$ cat src/rtl/fifo_pkg.sv
// Shared constants and pointer arithmetic for the synchronous FIFO.
package fifo_pkg;

    localparam int unsigned DEEPWID_DEF = 3;
    localparam int unsigned DATAWID_DEF = 8;

    // Increment an extended pointer of ptr_w bits, wrapping to zero after all-ones.
    function automatic logic [31:0] ptr_inc(input logic [31:0] ptr, input int unsigned ptr_w);
        logic [31:0] mask;
        mask = (ptr_w >= 32) ? '1 : ((32'd1 << ptr_w) - 32'd1);
        return (ptr + 32'd1) & mask;
    endfunction

endpackage

$ cat src/rtl/fifo_ptr_cnt.sv
// One extended (lap-bit) FIFO pointer: advances by one when enabled, clears on reset.
module fifo_ptr_cnt
    import fifo_pkg::*;
#(
    parameter int unsigned PTR_W = DEEPWID_DEF + 1
) (
    input  logic             clk,
    input  logic             rst_n,
    input  logic             en_i,
    output logic [PTR_W-1:0] cnt_o
);

    logic [PTR_W-1:0]  cnt_q;
    logic [PTR_W-1:0]  cnt_d;
    logic [31:0]       inc_full;
    logic [31-PTR_W:0] unused_inc_hi;

    assign inc_full      = ptr_inc(32'(cnt_q), PTR_W);
    assign unused_inc_hi = inc_full[31:PTR_W];
    assign cnt_d         = en_i ? inc_full[PTR_W-1:0] : cnt_q;

    // NOTE: state registers use non-blocking assignment so every flop samples pre-edge values.
    always_ff @(posedge clk) begin
        if (!rst_n) begin
            cnt_q <= '0;
        end else begin
            cnt_q <= cnt_d;
        end
    end

    assign cnt_o = cnt_q;

endmodule

$ cat src/rtl/fifo_ptr_ctrl.sv
// FIFO request gating, write/read pointer control, read-valid tracking and sticky errors.
module fifo_ptr_ctrl
    import fifo_pkg::*;
#(
    parameter int unsigned DEEPWID = DEEPWID_DEF,
    parameter int unsigned DATAWID = DATAWID_DEF
) (
    input  logic               clk,
    input  logic               rst_n,
    input  logic               wr_req,
    input  logic [DATAWID-1:0] wr_data,
    input  logic               rd_req,
    input  logic               full,
    input  logic               empty,
    input  logic               err_clr,
    output logic               ram_wr_en,
    output logic [DEEPWID-1:0] ram_wr_addr,
    output logic [DATAWID-1:0] ram_wr_data,
    output logic               ram_rd_en,
    output logic [DEEPWID-1:0] ram_rd_addr,
    output logic [DEEPWID:0]   wr_addr,
    output logic [DEEPWID:0]   rd_addr,
    output logic               rd_valid,
    output logic               overflow,
    output logic               underflow
);

    logic rd_valid_q, rd_valid_d;
    logic overflow_q, overflow_d;
    logic underflow_q, underflow_d;

    // Flags reflect pre-edge pointers, so a same-cycle pop never frees room for a push.
    assign ram_wr_en   = wr_req & ~full;
    assign ram_rd_en   = rd_req & ~empty;
    assign ram_wr_data = wr_data;

    fifo_ptr_cnt #(.PTR_W(DEEPWID + 1)) u_wr_ptr (
        .clk   (clk),
        .rst_n (rst_n),
        .en_i  (ram_wr_en),
        .cnt_o (wr_addr)
    );

    fifo_ptr_cnt #(.PTR_W(DEEPWID + 1)) u_rd_ptr (
        .clk   (clk),
        .rst_n (rst_n),
        .en_i  (ram_rd_en),
        .cnt_o (rd_addr)
    );

    assign ram_wr_addr = wr_addr[DEEPWID-1:0];
    assign ram_rd_addr = rd_addr[DEEPWID-1:0];

    // A new error event wins over a clear arriving in the same cycle.
    assign rd_valid_d  = ram_rd_en;
    assign overflow_d  = (wr_req & full)  | (overflow_q  & ~err_clr);
    assign underflow_d = (rd_req & empty) | (underflow_q & ~err_clr);

    always_ff @(posedge clk) begin
        if (!rst_n) begin
            rd_valid_q  <= 1'b0;
            overflow_q  <= 1'b0;
            underflow_q <= 1'b0;
        end else begin
            rd_valid_q  <= rd_valid_d;
            overflow_q  <= overflow_d;
            underflow_q <= underflow_d;
        end
    end

    assign rd_valid  = rd_valid_q;
    assign overflow  = overflow_q;
    assign underflow = underflow_q;

endmodule
$ cat config.mk
export PLATFORM = sky130hd
export DESIGN_NAME = fifo_ptr_ctrl
export DESIGN_NICKNAME = d
export VERILOG_FILES = /design/src/rtl/fifo_pkg.sv /design/src/rtl/fifo_ptr_cnt.sv /design/src/rtl/fifo_ptr_ctrl.sv
export SDC_FILE = /design/constraint.sdc
export NUM_CORES = 1
export LEC_CHECK = 0
export CAP_MARGIN = 20
export CELL_PAD_IN_SITES_DETAIL_PLACEMENT = 0
export CELL_PAD_IN_SITES_GLOBAL_PLACEMENT = 1
export CORE_ASPECT_RATIO = 1.2
export CORE_MARGIN = 10
export CORE_UTILIZATION = 25
export CTS_BUF_LIST = sky130_fd_sc_hd__clkbuf_2
export CTS_CLUSTER_SIZE = 20
export DETAILED_ROUTE_END_ITERATION = 8
export GPL_TIMING_DRIVEN = 0
export PLACE_DENSITY = 0.78
export SLEW_MARGIN = 10
export SYNTH_ARGS = -nofsm -noshare
export SYNTH_HDL_FRONTEND = slang
export SYNTH_SLANG_ARGS = --single-unit
export TNS_END_PERCENT = 20
$ cat constraint.sdc
create_clock -name clk -period 1.4 [get_ports clk]
set_clock_uncertainty 0.2 [all_clocks]
set_input_delay 0.14 -clock clk [delete_from_list [all_inputs] [get_ports clk]]
set_output_delay 0.14 -clock clk [all_outputs]
set_load 0.005 [all_outputs]
* Word-level counts from Yosys, hierarchy flattened *
Cells that the tools add are included.

cells by class
  $add $sub $neg = 2
  bitwise operators = 11

operator list
  operator                                                        number
  4-bit by 1-bit adder with 4-bit output (second input constant)  2
  1-bit bitwise AND                                               6
  1-bit inverter                                                  3
  1-bit bitwise OR                                                2

storage, ports and cells
  flip-flop bits (word level) = 11
  input port bits = 15

* Logic depth before layout (Yosys ltp) *
  word-level depth = 3
  mapped depth = 4
  depth with buffers taken out = 4

* Cells and area by module *
Synthesis repeated with hierarchy kept, for this count alone.

second synthesis, totals
  cells, all modules = 58
  area, all modules = 579.3 um^2

by module, submodules not included
  module         seq. area each (um^2)  area each (um^2)  times used  cells an instance
  fifo_ptr_cnt   80.1                   176.4             2           16
  fifo_ptr_ctrl  60.1                   226.5             1           26

* Worst setup path before layout *
OpenSTA, ideal clock, no wires.

  kind = register -> register
  from = register u_rd_ptr.cnt_q[0], in the netlist u_rd_ptr.cnt_o[0]
  to = register u_rd_ptr.cnt_q[2], in the netlist u_rd_ptr.cnt_o[2]
  period minus slack after synthesis = 1.259 ns
  stages on the path, launching flop included = 5
  setup time = 0.115 ns
  path buffers = 0
  data arrival time = 0.944 ns
  required time = 1.085 ns
  setup slack = 0.141 ns
  cell sequence = dfxtp_1 ha_1 nand3b_1 xnor2_1 and2_1

between the ends
  longest elaborated chain between the ends = 1

RTL lines
  element                                 RTL line            RTL
  from (decl)                             fifo_ptr_cnt.sv:13  logic [PTR_W-1:0] cnt_q;
  from (signal assigned)                  fifo_ptr_cnt.sv:27  cnt_q <= cnt_d;
  4-bit by 1-bit adder with 4-bit output  fifo_pkg.sv:11      return (ptr + 32'd1) & mask;

Every way passes these cells.
A chain may end at the register's enable or synchronous reset.

* Worst setup path in the final report *
  from = input full
  to = output ram_wr_en

between the ends
  longest elaborated chain between the ends = 2

RTL lines
  element            RTL line             RTL
  from (decl)        fifo_ptr_ctrl.sv:13  input logic full,
  1-bit inverter     fifo_ptr_ctrl.sv:33  assign ram_wr_en = wr_req & ~full;
  1-bit bitwise AND  fifo_ptr_ctrl.sv:33
  to (decl)          fifo_ptr_ctrl.sv:16  output logic ram_wr_en,

Every way passes these cells.

==> flow_summary_export.csv <==
group,metric,value,unit
layout,fillCellCount,250,
sta,setup_viol,0,
sta,setup_ws,51.6,ps
floorplanning,core,0.00231,mm2
synthesis,syn_area,607,um2
clock_tree,clkLatencyLatePin,260,ps
synthesis,yosys_warnings,0,
routing,wl,1580,um
pwr,leakagePower,0.000542,uW
sta,rsz0062_at_grt,"no",
synthesis,ys_ff_latch,11,
routing,postRouteAntennaNets,0,
setup_path,worstPathCellList,"clkdlybuf4s50_1 -> nor2b_4 -> dlygate4sd2_1",
placed_design,dp_slack,-369,ps
placed_design,portBuffers,33,
routing,vias_per_cell,3.86,
setup_path,startpoint_type,"input port",
synthesis,synth_cell_types,19,
pwr,finalPower,671,uW
sta,drv_slew,0,
floorplanning,placementRows,19,
sta,post-route-min-period,1350,ps
layout,fin_util,0.436,
synthesis,syn_area_per_cell,10.3,um2
layout,regArea,245,um2
setup_path,slowest_stage,"clkdlybuf4s50_1",
placed_design,dpl_cell_area,976,um2
sta,hold_viol_final,0,
routing,wl_per_cell,12.3,um
clock_tree,ctsHoldBuffers,0,
pwr,ir_drop,0.256,mV
setup_path,path_max_fanout,3,
placed_design,gp_congestion,0.657,
outcome,outcome,"complete, no violations",
layout,n_antenna_cell,0,
floorplanning,ios,42,
layout,syn_to_final_growth,65.6,%
layout,multi_input_area,263,um2
job,cap_violations,0,
setup_path,worst_ep_required_time,1060,ps
setup_path,crit_arrival,1010,ps
routing,drt_pass1_iterations,4,
sta,max_freq,742,MHz
global_route,grt.total_usage,0.0668,
floorplanning,die_area,0.00481,mm2
global_route,grt_max_degree,11,
sta,slew-limit-headroom,0.773,
clock_tree,cts_buffers,3,
clock_tree,cts_buffer_depth,2,
layout,nets,115,
clock_tree,path_clk_slew,110,ps
global_route,grt_pass1_vias,537,
clock_tree,cts.sinks,11,
global_route,grt-ovfl-total,0,
sta,tightest_slew,341,ps
hold_path,hold_class,"input port to register",
clock_tree,cts.root.buffer_cell,"clkbuf_2",
floorplanning,die_h,74.0,um
global_route,antenna_found_initial,0,
clock_tree,cts_tree,"done",
global_route,grt_pass1_wl,2460,um
synthesis,synthCells,59,
clock_tree,h-tree-depth,1,
sta,finalCritPeriodShare,0.963,
pwr,power.density,667,mW/mm2
synthesis,yosysSeqAreaShare,0.363,
setup_path,critPathKind,"input port to output pin",
setup_path,end_kind,"output pin",
layout,design_area,0.00100,mm2
routing,vias,494,
layout,drive_gt1_frac,0.412,
setup_path,cpPeakStageDelay,550,ps
synthesis,synth_nets,76,
routing,drc,0,
routing,drtIter0Drc,3,
floorplanning,initial_core_util,0.263,
floorplanning,die_w,65.0,um
sta,whs,42.5,ps
kinds of logic (layout without fill, tap and decap cells):
group,count (synthesis),count (layout),synth area share
buffers and inverters,17,55,0.204
AOI/OAI and AO/OA,2,2,0.0247
adders and majority gates,2,2,0.0412
and+or+nand+nor,19,19,0.243
muxes,4,4,0.0660
DFF,11,11,0.363
xor gates and xnor gates,4,4,0.0577
cell usage in the layout, fill, tap and decap left out, types with 4 or more instances in the layout:
cell | netlist | layout
and2_1 | 4 | 4
clkbuf_2 | 0 | 4
clkdlybuf4s50_1 | 0 | 11
dfxtp_2 | 0 | 5
nor2b_1 | 4 | 4
buf_4 | 14 | 20
mux2i_1 | 4 | 4
dfxtp_4 | 0 | 5
dlygate4sd2_1 | 0 | 14
cell usage after synthesis (all sizes together):
library cell | number | area (um2)
nor2b | 6 | 52.6
clkbuf | 1 | 3.75
nand2b | 2 | 12.5
a22oi | 2 | 15.0
xnor2 | 2 | 17.5
mux2i | 4 | 40.0
nand4 | 2 | 27.5
inv | 1 | 3.75
buf | 15 | 116
dfxtp | 11 | 220
ha | 2 | 25.0
and2 | 5 | 32.5
xor2 | 2 | 17.5
nand2 | 2 | 7.51
nand3b | 2 | 15.0
cell type report:
type                    count  area share
repair buffers             34       0.313
multi-input cells          31       0.262
well taps                  31      0.0386
clock buffers               4      0.0199
plain buffers              16       0.120
flip-flops and latches     11       0.244
inverters                   1     0.00374
worst max-delay path, delay by kind of cell:
family	cells	cell delay [ps]
buffers and inverters	2	810
and+or+nand+nor	1	60
routing by layer:
metal / vias to the layer above / GRT usage / routed length (um)
li1: 255 / - / -
met1: 206 / 0.0548 / 538
met2: 29 / 0.106 / 705
met3: 4 / 0.0586 / 304
met4: 0 / 0.0429 / 27
met5: - / 0 / 0
state kept, by name, indices dropped and copies added, names as in the netlist:
signal	flops
rd_valid	1
u_wr_ptr.cnt_o	4
overflow	1
underflow	1
u_rd_ptr.cnt_o	4
power by group:
group / leakage (uW) / internal, uW / switching (uW)
logic: 0.000430 / 104 / 48.4
clock network: 0.0000166 / 75.8 / 107
registers: 0.0000956 / 321 / 14.0
total: 0.000542 / 501 / 170
worst paths after layout:
path	end	slack, ps	depth (start not counted)	startpoint
min reg2reg	u_wr_ptr.cnt_o[3]	270	2	u_wr_ptr.cnt_o[3]
max reg2reg	u_rd_ptr.cnt_o[2]	210	4	u_rd_ptr.cnt_o[0]
max	ram_wr_en	50	3	full
min	overflow	40	3	wr_req
metrics by stage:
stage	setup TNS [ps]	std cells
floorplan	0	59
global placement	-1230	123
detailed placement	-1230	123
CTS	-198	128
global route	0	128
finish	0	128
repair_timing:
| action | in CTS | in global routing |
|---|---|---|
| setup endpoints to repair | 19 | 2 |
| gates resized for setup | 36 | 3 |
| gates cloned | 0 | 0 |
| buffers inserted | 1 | 0 |
No activity file was read; power rests on OpenSTA's default activity.
